===== config.mk =====
export PLATFORM = sky130hd
export DESIGN_NAME = video_mode_ctrl
export DESIGN_NICKNAME = d
export VERILOG_FILES = /design/src/rtl/video_pkg.sv /design/src/rtl/sync_2ff.sv /design/src/rtl/video_mode_ctrl.sv
export SDC_FILE = /design/constraint.sdc
export NUM_CORES = 1
export LEC_CHECK = 0
export BUFFER_PORTS_ARGS = -buffer_cell sky130_fd_sc_hd__buf_4
export CAP_MARGIN = 30
export CORE_UTILIZATION = 45
export DETAILED_ROUTE_END_ITERATION = 8
export PLACE_DENSITY = 0.69
export SYNTH_ARGS = -nofsm -noshare
export SYNTH_HDL_FRONTEND = slang
export SYNTH_SLANG_ARGS = --single-unit

===== constraint.sdc =====
create_clock -name clk -period 6.1 [get_ports clk]
set_clock_uncertainty 0.1 [all_clocks]
set_input_delay 0.915 -clock clk [delete_from_list [all_inputs] [get_ports clk]]
set_output_delay 0.915 -clock clk [all_outputs]
set_load 0.05 [all_outputs]

===== src/rtl/video_pkg.sv =====
// Shared mode encoding, controller state set and sizing helper for the video mode controller.
package video_pkg;

    typedef enum logic [1:0] {
        VMODE_OFF  = 2'd0,
        VMODE_640  = 2'd1,
        VMODE_1024 = 2'd2,
        VMODE_1280 = 2'd3
    } vmode_e;

    typedef enum logic [2:0] {
        ST_IDLE,
        ST_BLANK,
        ST_SWITCH,
        ST_WAIT_LOCK,
        ST_SETTLE,
        ST_RUN_UP
    } vstate_e;

    // Cycles after a PLL reprogram during which its lock flag is not trusted.
    localparam int unsigned LOCK_IGNORE_CYCLES = 4;

    function automatic int unsigned max3(input int unsigned a, input int unsigned b,
                                         input int unsigned c);
        int unsigned m;
        m = (a > b) ? a : b;
        return (m > c) ? m : c;
    endfunction

endpackage


===== src/rtl/sync_2ff.sv =====
// Two-flop synchronizer for a single asynchronous level into the clk domain.
module sync_2ff (
    input  logic clk_i,
    input  logic rst_i,
    input  logic d_i,
    output logic q_o
);

    logic meta_q;
    logic sync_q;

    always_ff @(posedge clk_i) begin
        if (rst_i) begin
            meta_q <= 1'b0;
            sync_q <= 1'b0;
        end else begin
            meta_q <= d_i;
            sync_q <= meta_q;
        end
    end

    assign q_o = sync_q;

endmodule


===== src/rtl/video_mode_ctrl.sv =====
// Sequences video mode changes: blank, reprogram the clock, wait for a stable PLL lock,
// release the pipeline reset, then re-enable pixel output. Also recovers from loss of lock.
module video_mode_ctrl
    import video_pkg::*;
#(
    parameter int unsigned CLK_FREQ     = 96_000_000,
    parameter int unsigned DRAIN_CYCLES = 16,
    parameter int unsigned SETTLE_DELAY = CLK_FREQ / 1000,
    parameter int unsigned LOCK_TIMEOUT = CLK_FREQ / 100
) (
    input  logic       clk,
    input  logic       reset,
    input  logic       req_valid,
    input  logic [1:0] req_mode,
    output logic       req_ready,
    input  logic       pll_locked,
    output logic [1:0] video_mode,
    output logic       video_reset,
    output logic       video_enable,
    output logic       busy,
    output logic       lock_error
);

    localparam int unsigned CNT_MAX = max3(DRAIN_CYCLES, SETTLE_DELAY, LOCK_TIMEOUT);
    localparam int unsigned CNT_W   = (CNT_MAX > 1) ? $clog2(CNT_MAX) : 1;

    localparam logic [CNT_W-1:0] DRAIN_LAST   = CNT_W'(DRAIN_CYCLES - 1);
    localparam logic [CNT_W-1:0] SETTLE_LAST  = CNT_W'(SETTLE_DELAY - 1);
    localparam logic [CNT_W-1:0] TIMEOUT_LAST = CNT_W'(LOCK_TIMEOUT - 1);
    localparam logic [CNT_W-1:0] IGNORE_CNT   = CNT_W'(LOCK_IGNORE_CYCLES);

    vstate_e          state_q, state_d;
    logic [CNT_W-1:0] cnt_q, cnt_d;
    vmode_e           target_q, target_d;
    vmode_e           video_mode_q, video_mode_d;
    logic             video_reset_q, video_reset_d;
    logic             video_enable_q, video_enable_d;
    logic             lock_error_q, lock_error_d;
    logic             lock_s;
    logic             req_accept;
    logic             lost_lock;

    sync_2ff u_lock_sync (
        .clk_i (clk),
        .rst_i (reset),
        .d_i   (pll_locked),
        .q_o   (lock_s)
    );

    assign req_accept = req_valid && (state_q == ST_IDLE);
    assign lost_lock  = (video_mode_q != VMODE_OFF) && !video_reset_q && !lock_s;

    always_ff @(posedge clk) begin
        if (reset) begin
            state_q        <= ST_IDLE;
            cnt_q          <= '0;
            target_q       <= VMODE_OFF;
            video_mode_q   <= VMODE_OFF;
            video_reset_q  <= 1'b1;
            video_enable_q <= 1'b0;
            lock_error_q   <= 1'b0;
        end else begin
            state_q        <= state_d;
            cnt_q          <= cnt_d;
            target_q       <= target_d;
            video_mode_q   <= video_mode_d;
            video_reset_q  <= video_reset_d;
            video_enable_q <= video_enable_d;
            lock_error_q   <= lock_error_d;
        end
    end

    always_comb begin
        state_d  = state_q;
        cnt_d    = cnt_q;
        target_d = target_q;
        case (state_q)
            ST_IDLE: begin
                if (req_accept) begin
                    target_d = vmode_e'(req_mode);
                    if ((vmode_e'(req_mode) != video_mode_q) || lock_error_q) begin
                        state_d = ST_BLANK;
                        cnt_d   = '0;
                    end
                end
                if ((state_d == ST_IDLE) && lost_lock) begin
                    state_d = ST_WAIT_LOCK;
                    cnt_d   = '0;
                end
            end
            ST_BLANK: begin
                if (cnt_q == DRAIN_LAST) begin
                    state_d = ST_SWITCH;
                    cnt_d   = '0;
                end else begin
                    cnt_d = cnt_q + 1'b1;
                end
            end
            ST_SWITCH: begin
                state_d = (target_q == VMODE_OFF) ? ST_IDLE : ST_WAIT_LOCK;
                cnt_d   = '0;
            end
            ST_WAIT_LOCK: begin
                if ((cnt_q >= IGNORE_CNT) && lock_s) begin
                    state_d = ST_SETTLE;
                    cnt_d   = '0;
                end else if (cnt_q == TIMEOUT_LAST) begin
                    state_d = ST_IDLE;
                    cnt_d   = '0;
                end else begin
                    cnt_d = cnt_q + 1'b1;
                end
            end
            ST_SETTLE: begin
                if (!lock_s) begin
                    state_d = ST_WAIT_LOCK;
                    cnt_d   = '0;
                end else if (cnt_q == SETTLE_LAST) begin
                    state_d = ST_RUN_UP;
                    cnt_d   = '0;
                end else begin
                    cnt_d = cnt_q + 1'b1;
                end
            end
            ST_RUN_UP: begin
                state_d = ST_IDLE;
                cnt_d   = '0;
            end
            default: begin
                state_d = ST_IDLE;
                cnt_d   = '0;
            end
        endcase
    end

    always_comb begin
        video_mode_d   = video_mode_q;
        video_reset_d  = video_reset_q;
        video_enable_d = video_enable_q;
        lock_error_d   = lock_error_q;
        req_ready      = (state_q == ST_IDLE);
        busy           = (state_q != ST_IDLE);
        case (state_q)
            ST_IDLE: begin
                if (req_accept) begin
                    lock_error_d = 1'b0;
                end
                if (state_d == ST_BLANK) begin
                    video_enable_d = 1'b0;
                end else if (state_d == ST_WAIT_LOCK) begin
                    video_enable_d = 1'b0;
                    video_reset_d  = 1'b1;
                end else if ((video_mode_q != VMODE_OFF) && !video_reset_q) begin
                    video_enable_d = 1'b1;
                end
            end
            ST_BLANK: begin
                video_enable_d = 1'b0;
                // Registered on the edge into SWITCH so the new mode is presented during SWITCH.
                if (state_d == ST_SWITCH) begin
                    video_mode_d  = target_q;
                    video_reset_d = 1'b1;
                end
            end
            ST_WAIT_LOCK: begin
                if (state_d == ST_IDLE) begin
                    lock_error_d   = 1'b1;
                    video_reset_d  = 1'b1;
                    video_enable_d = 1'b0;
                end
            end
            ST_RUN_UP: begin
                video_reset_d = 1'b0;
            end
            default: begin
            end
        endcase
    end

    assign video_mode   = video_mode_q;
    assign video_reset  = video_reset_q;
    assign video_enable = video_enable_q;
    assign lock_error   = lock_error_q;

endmodule


==> results.md, run 1 <==
- Post-Synthesis Cells: 201
- Fraction of synthesized cell area taken by the top area cell type: ~40%
- Vias post-DR: about 1.4k
- DRC violation count after routing: 0
- CTS hold repair buffers: 0
- Post-synthesis cell area: approximately 1600 sq um
- Placement-stage worst setup slack: 2780 ps
- Worst Hold Path EP: u_lock_sync.q_o
- Wire length per cell: roughly 13 microns
- Worst reg2reg startpoint: cnt_q[17]
- Fin crit share: 54.46%
- Most area-hungry cell type in the Yosys netlist: sky130_fd_sc_hd__dfxtp_1
- Growth of design area from synthesis to finish: 11.32%
- Total clock buffers created by CTS: 5
- Slew at the pin closest to its max-slew limit: 663.9 ps
- Count of instances resized after the clock tree is built: 0
- Hold_ws: between 300 and 400 ps
- Count of endpoints failing hold in the final timing report: 0
- Number of iterations in the first detailed-routing pass: 4
- Filler Cells Inserted: roughly 330
- Number of inserted diodes: 0
- RSZ-0062 raised after global routing: no
- Seq/Total Area, Yosys: between 30% and 40%
- Data arrival time of the worst path: between 3000 and 4000 ps
- Worst Min Path Start: u_lock_sync.meta_q
- Number of cells on the worst reg-to-reg path: 8
- #FFs+latches synth: 32
- Final setup slack of the worst path: around 2800 ps
- Effective utilization at floorplan: a little under half
- Die height: 62.31 microns
- Area of the die: about 3900 sq um
- Layout cells sized above 1: a little over a tenth
- Vias in the first global route: between 1k and 1.5k
- Final critical path time including I/O delays and setup: roughly 3300 ps
- Element type at the critical path end: flop
- Share of total power consumed by net switching: 25.16%
- End of the worst register-to-register path: cnt_q[15]
- Post-synth EDFFs: 0
- CP Data Required Time: around 6300 ps
- Yosys warns: 0
- Post-CTS Setup Bufs: 0
- Buffer type at the clock tree root: sky130_fd_sc_hd__clkbuf_4
- Upper clock frequency limit: between 300 and 400 MHz
- Antenna-violating nets left: 0
- Max-cap violation count: 0
- Max Slew Vio Count: 0
- Share of total power in the clock network: 35.2%
- Wire length of the first global-routing pass: 5796 microns
- Core Area: between 3000 and 4000 sq um
- Row count: 21
- Part of the total power dissipated in combinational logic: roughly 9%
- NetSw: 0.00009717 W
- H-tree depth reported by CTS: 2
- Clock tree from TritonCTS: built
- IO Pins: 13
- Outcome: finished clean
- Later-pin clock latency in the skew report: between 300 and 400 ps
- Drt first-iter violations: 81
- Leading cell types by count after synthesis: 32 x sky130_fd_sc_hd__dfxtp_1, 32 x sky130_fd_sc_hd__nor2_1, 17 x sky130_fd_sc_hd__nand2_1, 11 x sky130_fd_sc_hd__xor2_1, 9 x sky130_fd_sc_hd__nand3_1
- TritonCTS Sinks: 32
- Internal Dissipation: ~0.00029 W
- Register share of total power: between 50% and 60%
- Most used flip-flop cell after synthesis: sky130_fd_sc_hd__dfxtp_1
- Startpoint class of the critical path: flop
- Number of distinct library cell variants in the gate-level netlist after synthesis: 46
- Reg clk slew, reported paths: ~100 ps
- Detailed Route WL: 3401 microns
- Final setup violation count: 0
- TNS Setup: 0 ps
- Overall overflow remaining after global route: 0
- Filler-free cell count of the finished design: 259
- Highest net fanout along the worst path: 20
- Maximum number of pins on one net before global-route repair: 21
- Class of the tightest hold or removal check: reg2reg
- Most area-consuming cells after synthesis: sky130_fd_sc_hd__dfxtp_1 39%, sky130_fd_sc_hd__nor2_1 7.3%, sky130_fd_sc_hd__xor2_1 5.9%, sky130_fd_sc_hd__nand2_1 3.9%, sky130_fd_sc_hd__xnor2_1 3.7%
- Number of nets produced by synthesis: ~210
- Leakage power total: 0.6968 nW
- Maximum VDD drop: roughly 0.13 mV
- Pwr per Cell Area: 212.0 nW/um^2
- Maximum buffer depth of the clock tree: 2
- Net count of the finished layout: 221
- GRT Total Usage: between 10% and 20%
- HPWL after detailed placement: 2488 microns
- Worst reg2reg setup slack: 2780 ps
- Worst slew slack as a fraction of its limit: about 56%
- Proportion of register bits with asynchronous set or reset after synthesis: 0%
- Die width: 62.31 microns
- Number of input and output port buffers inserted: 12
- Number of placed instances, taps included: between 200 and 300
- Vias per cell: roughly 5.5
- Worst Setup Path Type: reg2reg
- Initial antenna violation count: 0
- Mean post-synth cell area: 8.142 sq um
- Number of cells on the worst hold path: 1
- Global placement routability congestion: between 0.8 and 0.9
==> power groups by stage <==
stage	registers (W)	logic, W	clock network (W)
after floorplan	0.000219	0.0000260	0
after global placement	0.000220	0.0000337	0
after detailed placement	0.000220	0.0000342	0
after CTS	0.000216	0.0000346	0.000141
after global routing	0.000216	0.0000381	0.000151
final	0.000216	0.0000348	0.000136
==> logic make-up (layout without fill, tap and decap cells) <==
kind of cell / after synthesis / after routing / share of synthesized area (%)
DFF: 32 / 32 / 39.14
AOI/OAI and AO/OA: 33 / 33 / 13.07
and+or+nand+nor: 97 / 97 / 31.04
buffers and inverters: 16 / 28 / 3.746
adders and majority gates: 2 / 2 / 1.529
muxes: 3 / 3 / 1.835
xor gates and xnor gates: 18 / 18 / 9.633
==> critical path: stages, from the launching register on <==
cell                       delay (ps)
sky130_fd_sc_hd__dfxtp_1          350
sky130_fd_sc_hd__or4_1            560
sky130_fd_sc_hd__or4_4            530
sky130_fd_sc_hd__o41ai_1          510
sky130_fd_sc_hd__a32oi_1          120
sky130_fd_sc_hd__and2_0           250
sky130_fd_sc_hd__nand2_1          100
sky130_fd_sc_hd__nand2_1          400
sky130_fd_sc_hd__a211oi_1         310
==> metrics by stage <==
stage	area (sq um)	power [W]	util, %
global placement	1757	0.0002542	51.43
floorplan	1637	0.0002453	-
CTS	1822	0.0003914	53.33
detailed placement	1757	0.0002546	51.43
global route	1822	0.0004047	53.33
finish	1822	0.0003862	53.33
==> cell type report <==
class | instances | area, sq um | area share, %
clock buffer | 7 | 65.06 | 3.571
multi-input combinational | 153 | 934.6 | 51.30
timing repair buffer | 12 | 90.09 | 4.945
inverter | 9 | 33.78 | 1.854
tap | 46 | 57.56 | 3.159
sequential | 32 | 640.6 | 35.16
==> state kept, by name, summed over array words and instances, names as in the netlist <==
| register | cells |
|---|---|
| cnt_q | 20 |
| state_q | 3 |
| target_q | 2 |
| video_mode | 2 |
| lock_error | 1 |
| u_lock_sync.meta_q | 1 |
| u_lock_sync.q_o | 1 |
| video_enable | 1 |
| video_reset | 1 |
==> cells in the final DEF (no fill, tap or decap), drive strengths merged, types with 2 or more instances in the layout <==
| cell type | instances |
|---|---|
| a211oi | 2 |
| a21oi | 8 |
| a31oi | 5 |
| and2 | 3 |
| buf | 12 |
| clkbuf | 7 |
| dfxtp | 32 |
| ha | 2 |
| inv | 8 |
| mux2i | 3 |
| nand2 | 17 |
| nand2b | 4 |
| nand3 | 9 |
| nand4 | 6 |
| nor2 | 32 |
| nor2b | 4 |
| nor3 | 5 |
| o21ai | 7 |
| o31ai | 2 |
| or4 | 6 |
| xnor2 | 7 |
| xor2 | 11 |
==> worst max-delay path by stage <==
stage                      from      endpoint  slack [ps]
floorplan            state_q[2]     cnt_q[19]        2630
finish                cnt_q[17]     cnt_q[15]        2780
CTS                   cnt_q[17]     cnt_q[15]        2780
global route          cnt_q[17]     cnt_q[15]        2530
global placement    req_mode[1]  video_enable        2790
detailed placement  req_mode[1]  video_enable        2780
==> metal layers <==
layer | part of all wire, % | global-route usage [%]
met5 | 0 | 0
met4 | 1.8 | 8.721
met3 | 3.5 | 6.066
met2 | 44 | 28.85
met1 | 50 | 25.14
Note: power is estimated with default switching activity, not from simulation.
==> run 2: changes to the inputs <==
clock period = 3.1 ns   (was 6.1 ns; I/O delays follow)
==> run 2 against run 1 <==
Clock-buffer cell count is 1 lower. Die area stayed put. Final cell count is 6.6% higher. Largest power group unchanged.
==> results.md, run 2 (synthesized netlist as in run 1, its figures left out) <==
- Outcome: finished clean
- Max-cap violation count: 0 (unchanged)
- Net count of the finished layout: 237 (+7.2%)
- Final setup slack of the worst path: 36.18 ps (-2742 ps)
- Element type at the critical path end: flop
- Hold_ws: 234.4 ps (-110.8 ps)
- Class of the tightest hold or removal check: in2reg
- PnR Total Power: 0.0008256 W (+110%)
- Number of iterations in the first detailed-routing pass: 4 (unchanged)
- Combined flip-flop and latch cell area: 644.4 sq um (+0.59%)
- Worst slew slack as a fraction of its limit: 58.98% (+3.4 points)
- Vias per cell: 5.460 (-1.5%)
- GRT Total Usage: 21.45% (+2.2 points)
- Slew at the pin closest to its max-slew limit: 608.8 ps (-55.15 ps)
- Drt first-iter violations: 102 (+26%)
- Maximum number of pins on one net before global-route repair: 12 (-43%)
- Worst reg2reg startpoint: cnt_q[4]
- Clock tree from TritonCTS: built
- NetSw: 0.0002009 W (+110%)
- Largest Register: cnt_q
- Antenna-violating nets left: 0 (unchanged)
- Wire length per cell: 13.89 microns (+5.8%)
- Fin crit share: 98.83% (+44 points)
- Effective utilization at floorplan: 47.91% (unchanged)
- Filler Cells Inserted: 311 (-6.6%)
- Vias post-DR: 1507 (+4.9%)
- Data arrival time of the worst path: 3200 ps (-270 ps)
- Max reg flops: 20 (unchanged)
- Worst Setup Path Type: reg2reg
- DRC violation count after routing: 0 (unchanged)
- H-tree depth reported by CTS: 2 (unchanged)
- Row count: 21 (unchanged)
- Leakage power total: 0.8046 nW (+15%)
- Internal Dissipation: 0.0006247 W (+120%)
- Die width: 62.31 microns (unchanged)
- Total clock buffers created by CTS: 5 (unchanged)
- Part of the total power dissipated in combinational logic: 11.0% (+2.0 points)
- Count of endpoints failing hold in the final timing report: 0 (unchanged)
- Maximum VDD drop: 0.2499 mV (+88%)
- Core Area: 3416 sq um (unchanged)
- Worst Min Path Start: pll_locked
- Maximum buffer depth of the clock tree: 2 (unchanged)
- Layout cells sized above 1: 23.91% (+13 points)
- Share of total power in the clock network: 37.5% (+2.3 points)
- CP startpoint: cnt_q[4]
- Number of input and output port buffers inserted: 12 (unchanged)
- Combined area of the multi-input logic cells: 1013 sq um (+8.4%)
- Placement-stage worst setup slack: -80.98 ps (-2861 ps)
- Later-pin clock latency in the skew report: 340 ps (about the same)
- Die height: 62.31 microns (unchanged)
- CP Data Required Time: 3240 ps (-3010 ps)
- TritonCTS Sinks: 32 (unchanged)
- Most frequent cells in the layout: 31 x sky130_fd_sc_hd__nor2_1, 29 x sky130_fd_sc_hd__dfxtp_1, 27 x sky130_fd_sc_hd__buf_4
- Upper clock frequency limit: 326.4 MHz (+8.4%)
- HPWL after detailed placement: 2650 microns (+6.5%)
- Largest registers: cnt_q x20, state_q x3
- Startpoint class of the critical path: flop
- Area of the die: 3882 sq um (unchanged)
- Global placement routability congestion: 0.8813 (+2.8%)
- Reg clk slew, reported paths: 100 ps (about the same)
- Wire length of the first global-routing pass: 6472 microns (+12%)
- IO Pins: 13 (unchanged)
- Final setup violation count: 0 (unchanged)
- TNS Setup: 0 ps (unchanged)
- Share of total power consumed by net switching: 24.34% (-0.83 points)
- Overall overflow remaining after global route: 0 (unchanged)
- Buffer type at the clock tree root: sky130_fd_sc_hd__clkbuf_4
- Most common cell after layout, fill and taps aside: sky130_fd_sc_hd__nor2_1
- Highest net fanout along the worst path: 3 (-85%)
- Vias in the first global route: 1402 (+8.2%)
- Pwr per Cell Area: 404.6 nW/um^2 (+91%)
- Growth of design area from synthesis to finish: 24.69%
- Number of inserted diodes: 0 (unchanged)
- RSZ-0062 raised after global routing: yes
- Final critical path time including I/O delays and setup: 3064 ps (-258.1 ps)
- Register share of total power: 51.5% (-4.3 points)
- CTS hold repair buffers: 0 (unchanged)
- Initial antenna violation count: 0 (unchanged)
- Detailed Route WL: 3835 microns (+13%)
- Max Slew Vio Count: 0 (unchanged)
==> run 2: changes by cell type in the layout (fill, tap and decap cells not counted), sizes merged <==
cell,before,now
buf,12,28
bufinv,0,1
clkbuf,7,6
clkinv,1,2
==> run 2: critical path, stage by stage (launching register included) <==
cell and delay (ps):
sky130_fd_sc_hd__dfxtp_2 330, sky130_fd_sc_hd__or4_4 520, sky130_fd_sc_hd__or4_4 510, sky130_fd_sc_hd__nand2b_4 160, sky130_fd_sc_hd__a32oi_2 200, sky130_fd_sc_hd__or4b_4 500, sky130_fd_sc_hd__buf_6 140, sky130_fd_sc_hd__buf_4 140
sky130_fd_sc_hd__nor3_2 140, sky130_fd_sc_hd__o311ai_2 140, sky130_fd_sc_hd__o31ai_1 90
==> run 2: what timing repair did <==
action | CTS | global route
buffers inserted | 3 | 1
setup endpoints to repair | 1 | 19
hold endpoints to repair | 0 | 0
pin swaps | 5 | 3
resized for setup | 7 | 11
cloned | 0 | 0
==> run 2: power by group through the flow <==
stage	Clock [W]	Sequential [W]	Combinational, W
after floorplan	0	0.000432	0.0000519
after global placement	0	0.000434	0.0000764
after detailed placement	0	0.000434	0.0000766
after CTS	0.000319	0.000425	0.0000842
after global routing	0.000340	0.000426	0.0000980
final	0.000310	0.000425	0.0000907
==> run 2: final timing paths <==
kind / slack [ps] / endpoint / cells past startpoint
setup / recovery: 40 / video_enable / 10
hold / removal: 230 / u_lock_sync.meta_q / 2
setup reg to reg: 40 / video_enable / 10
hold reg to reg: 360 / u_lock_sync.q_o / 1
==> run 2: area by class of cell <==
class                   instances  area share [%]
well taps                      46           2.820
clock inverters                 2           1.717
multi-input cells             153           49.66
inverters                       9           1.717
clock buffers                   6           2.023
flip-flops and latches         32           31.58
repair buffers                 28           10.48
==> run 2: per-stage QoR <==
step	utilization [%]	cells	cell area (sq um)
2_1_floorplan	-	201	1640
3_3_place_gp	54.18	264	1851
3_5_place_dp	54.18	264	1851
4_1_cts	57.95	275	1979
5_1_grt	59.74	276	2041
6_report	59.74	276	2041
==> run 2: layer usage <==
layer	global-route usage (%)	wire (microns)	vias up
met2	30.36	1663	33
met4	6.105	74	0
li1	-	-	761
met1	30.71	1954	705
met3	7.169	143	8
met5	0	0	-
==> run 3: changes to the inputs <==
PLACE_DENSITY = 0.71   (was 0.69)
REMOVE_ABC_BUFFERS = 1   (was not set)
clock period = 2.6 ns   (was 3.1 ns; I/O delays follow)
==> run 3 against run 2 <==
Design area up 5.9%. Sequential power up 18%. Largest power group unchanged. Critical path type unchanged. Hold slack worse by 61 ps. Non-clock buffer count up 22. Clock power down 4%. Global-route usage up 0.25 points. Register-to-register slack worse by 430 ps. Sequential cell count unchanged. Critical endpoint unchanged. The flow now finishes with violations (setup timing). Critical path depth down 2. Maximum frequency up 2.3%.
==> results.md, run 3 (synthesized netlist as in run 1, its figures left out) <==
- Core Area: 3416 sq um (unchanged)
- Upper clock frequency limit: 334.0 MHz (+2.3%)
- Largest Register: cnt_q
- Worst slew slack as a fraction of its limit: 69.00% (+10 points)
- Vias post-DR: 1633 (+8.4%)
- Initial antenna violation count: 0 (unchanged)
- Wire length of the first global-routing pass: 6630 microns (+2.4%)
- Die height: 62.31 microns (unchanged)
- Vias per cell: 5.480 (+0.36%)
- Largest registers: cnt_q x20, state_q x3
- HPWL after detailed placement: 2886 microns (+8.9%)
- Clock tree from TritonCTS: built
- Worst reg2reg setup slack: -390 ps (-430 ps)
- Reg clk slew, reported paths: 100 ps (about the same)
- Worst Setup Path Type: reg2reg
- Buffer type at the clock tree root: sky130_fd_sc_hd__clkbuf_4
- Count of endpoints failing hold in the final timing report: 0 (unchanged)
- CP Data Required Time: 2710 ps (-530 ps)
- Post-DP Area: 2042 sq um (+10%)
- Maximum number of pins on one net before global-route repair: 12 (unchanged)
- Final critical path time including I/O delays and setup: 2994 ps (-70.12 ps)
- Final setup violation count: 24 (+24)
- Data arrival time of the worst path: 3100 ps (-100 ps)
- Most common cell after layout, fill and taps aside: sky130_fd_sc_hd__buf_4
- Detailed Route WL: 3959 microns (+3.2%)
- DRC violation count after routing: 0 (unchanged)
- Overall overflow remaining after global route: 0 (unchanged)
- Number of iterations in the first detailed-routing pass: 4 (unchanged)
- Later-pin clock latency in the skew report: 330 ps (about the same)
- Max-cap violation count: 0 (unchanged)
- Maximum buffer depth of the clock tree: 2 (unchanged)
- Vias in the first global route: 1528 (+9.0%)
- Die width: 62.31 microns (unchanged)
- Growth of design area from synthesis to finish: 32.11%
- Hold_ws: 173.0 ps (-61.39 ps)
- Leakage power total: 0.8963 nW (+11%)
- Total clock buffers created by CTS: 5 (unchanged)
- Maximum VDD drop: 0.2709 mV (+8.4%)
- Slew at the pin closest to its max-slew limit: 460.1 ps (-148.7 ps)
- Library cell contributing the largest single delay on the critical path: sky130_fd_sc_hd__or4_4
- Failing checks: setup timing
- Highest net fanout along the worst path: 2 (-1)
- TritonCTS Sinks: 32 (unchanged)
- IO Pins: 13 (unchanged)
- Design area: 2162 sq um (+5.9%)
- Element type at the critical path end: flop
- Drt first-iter violations: 128 (+25%)
- Max reg flops: 20 (unchanged)
- CTS hold repair buffers: 0 (unchanged)
- Fin crit share: 115.1% (+16 points)
- Final setup slack of the worst path: -393.7 ps (-429.9 ps)
- GRT Total Usage: 21.70% (+0.25 points)
- Post-CTS Setup Bufs: 0 (-3)
- Number of inserted diodes: 0 (unchanged)
- Layout cells sized above 1: 28.57% (+4.7 points)
- Max Slew Vio Count: 0 (unchanged)
- Class of the tightest hold or removal check: in2reg
- Startpoint class of the critical path: flop
- Antenna-violating nets left: 0 (unchanged)
- Number of input and output port buffers inserted: 12 (unchanged)
- Outcome: finished with violations
- Top cell by count, worst path: sky130_fd_sc_hd__or4_4
- Ordered cell list for the critical path: or4_4 > or4_4 > nand2b_4 > a32oi_2 > or4b_4 > o31a_1 > o311ai_2 > o31ai_1
- Wire length per cell: 13.29 microns (-4.4%)
- Effective utilization at floorplan: 47.91% (unchanged)
- H-tree depth reported by CTS: 2 (unchanged)
- Pwr per Cell Area: 424.1 nW/um^2 (+4.8%)
- RSZ-0062 raised after global routing: yes
- Global placement routability congestion: 0.8708 (-1.2%)
- Area of the die: 3882 sq um (unchanged)
- Net count of the finished layout: 259 (+9.3%)
- Crit-path max cell delay: 530 ps (about the same)
- Most frequent cells in the layout: 50 x sky130_fd_sc_hd__buf_4, 32 x sky130_fd_sc_hd__nor2_1, 30 x sky130_fd_sc_hd__dfxtp_1
- Row count: 21 (unchanged)
run 3: cell count changes in the layout (fill, tap and decap cells not counted), moves of 2 or more:
cell,change
sky130_fd_sc_hd__buf_4,+23
sky130_fd_sc_hd__nand2_2,-2
sky130_fd_sc_hd__nand2_1,+2
sky130_fd_sc_hd__clkinv_2,-2
run 3: routing by layer:
layer / wire length (microns) / vias up / track usage, %
li1: - / 805 / -
met1: 1858 / 777 / 27.35
met2: 1835 / 43 / 35.03
met3: 197 / 8 / 4.228
met4: 68 / 0 / 11.34
met5: 0 / - / 0
run 3: per-stage QoR:
stage | total power [W] | util, % | std cells | worst slack (ps) | setup TNS, ps
floorplan | 0.0005707 | - | 194 | -736.0 | -7984
global placement | 0.0006192 | 59.78 | 290 | -479.8 | -5695
detailed placement | 0.0006214 | 59.78 | 290 | -551.7 | -6158
CTS | 0.0009192 | 62.56 | 298 | -390.9 | -4575
global route | 0.0009516 | 63.30 | 298 | -530.7 | -6645
finish | 0.0009169 | 63.30 | 298 | -393.7 | -3897
run 3: final timing paths:
| path | start | endpoint | cells after the start |
|---|---|---|---|
| max | cnt_q[6] | video_enable | 8 |
| min | pll_locked | u_lock_sync.meta_q | 2 |
| max reg2reg | cnt_q[6] | video_enable | 8 |
| min reg2reg | u_lock_sync.meta_q | u_lock_sync.q_o | 1 |
run 3: power breakdown:
| group | internal [W] | switching, W | total [W] |
|---|---|---|---|
| Sequential | 0.000497 | 0.00000515 | 0.000502 |
| Combinational | 0.0000506 | 0.0000649 | 0.000116 |
| Clock | 0.000133 | 0.000166 | 0.000299 |
| Total | 0.000681 | 0.000236 | 0.000917 |
run 3: worst max-delay path: cells and delay by family (launching register included):
| kind | cells | cell delay, ps |
|---|---|---|
| simple gates | 4 | 1710 |
| flops | 1 | 330 |
| compound gates | 4 | 750 |
run 3: layout make-up:
type	instances	area (sq um)
clock buffer	8	58.81
fill	305	1254
inverter	9	33.78
multi-input combinational	153	993.5
sequential	32	643.1
tap	46	57.56
timing repair buffer	50	375.4
run 3: repair_timing:
item,4_1_cts,5_1_grt
gates cloned,0,0
endpoints found under the setup margin,24,28
pin swaps,6,0
gates resized for setup,11,4
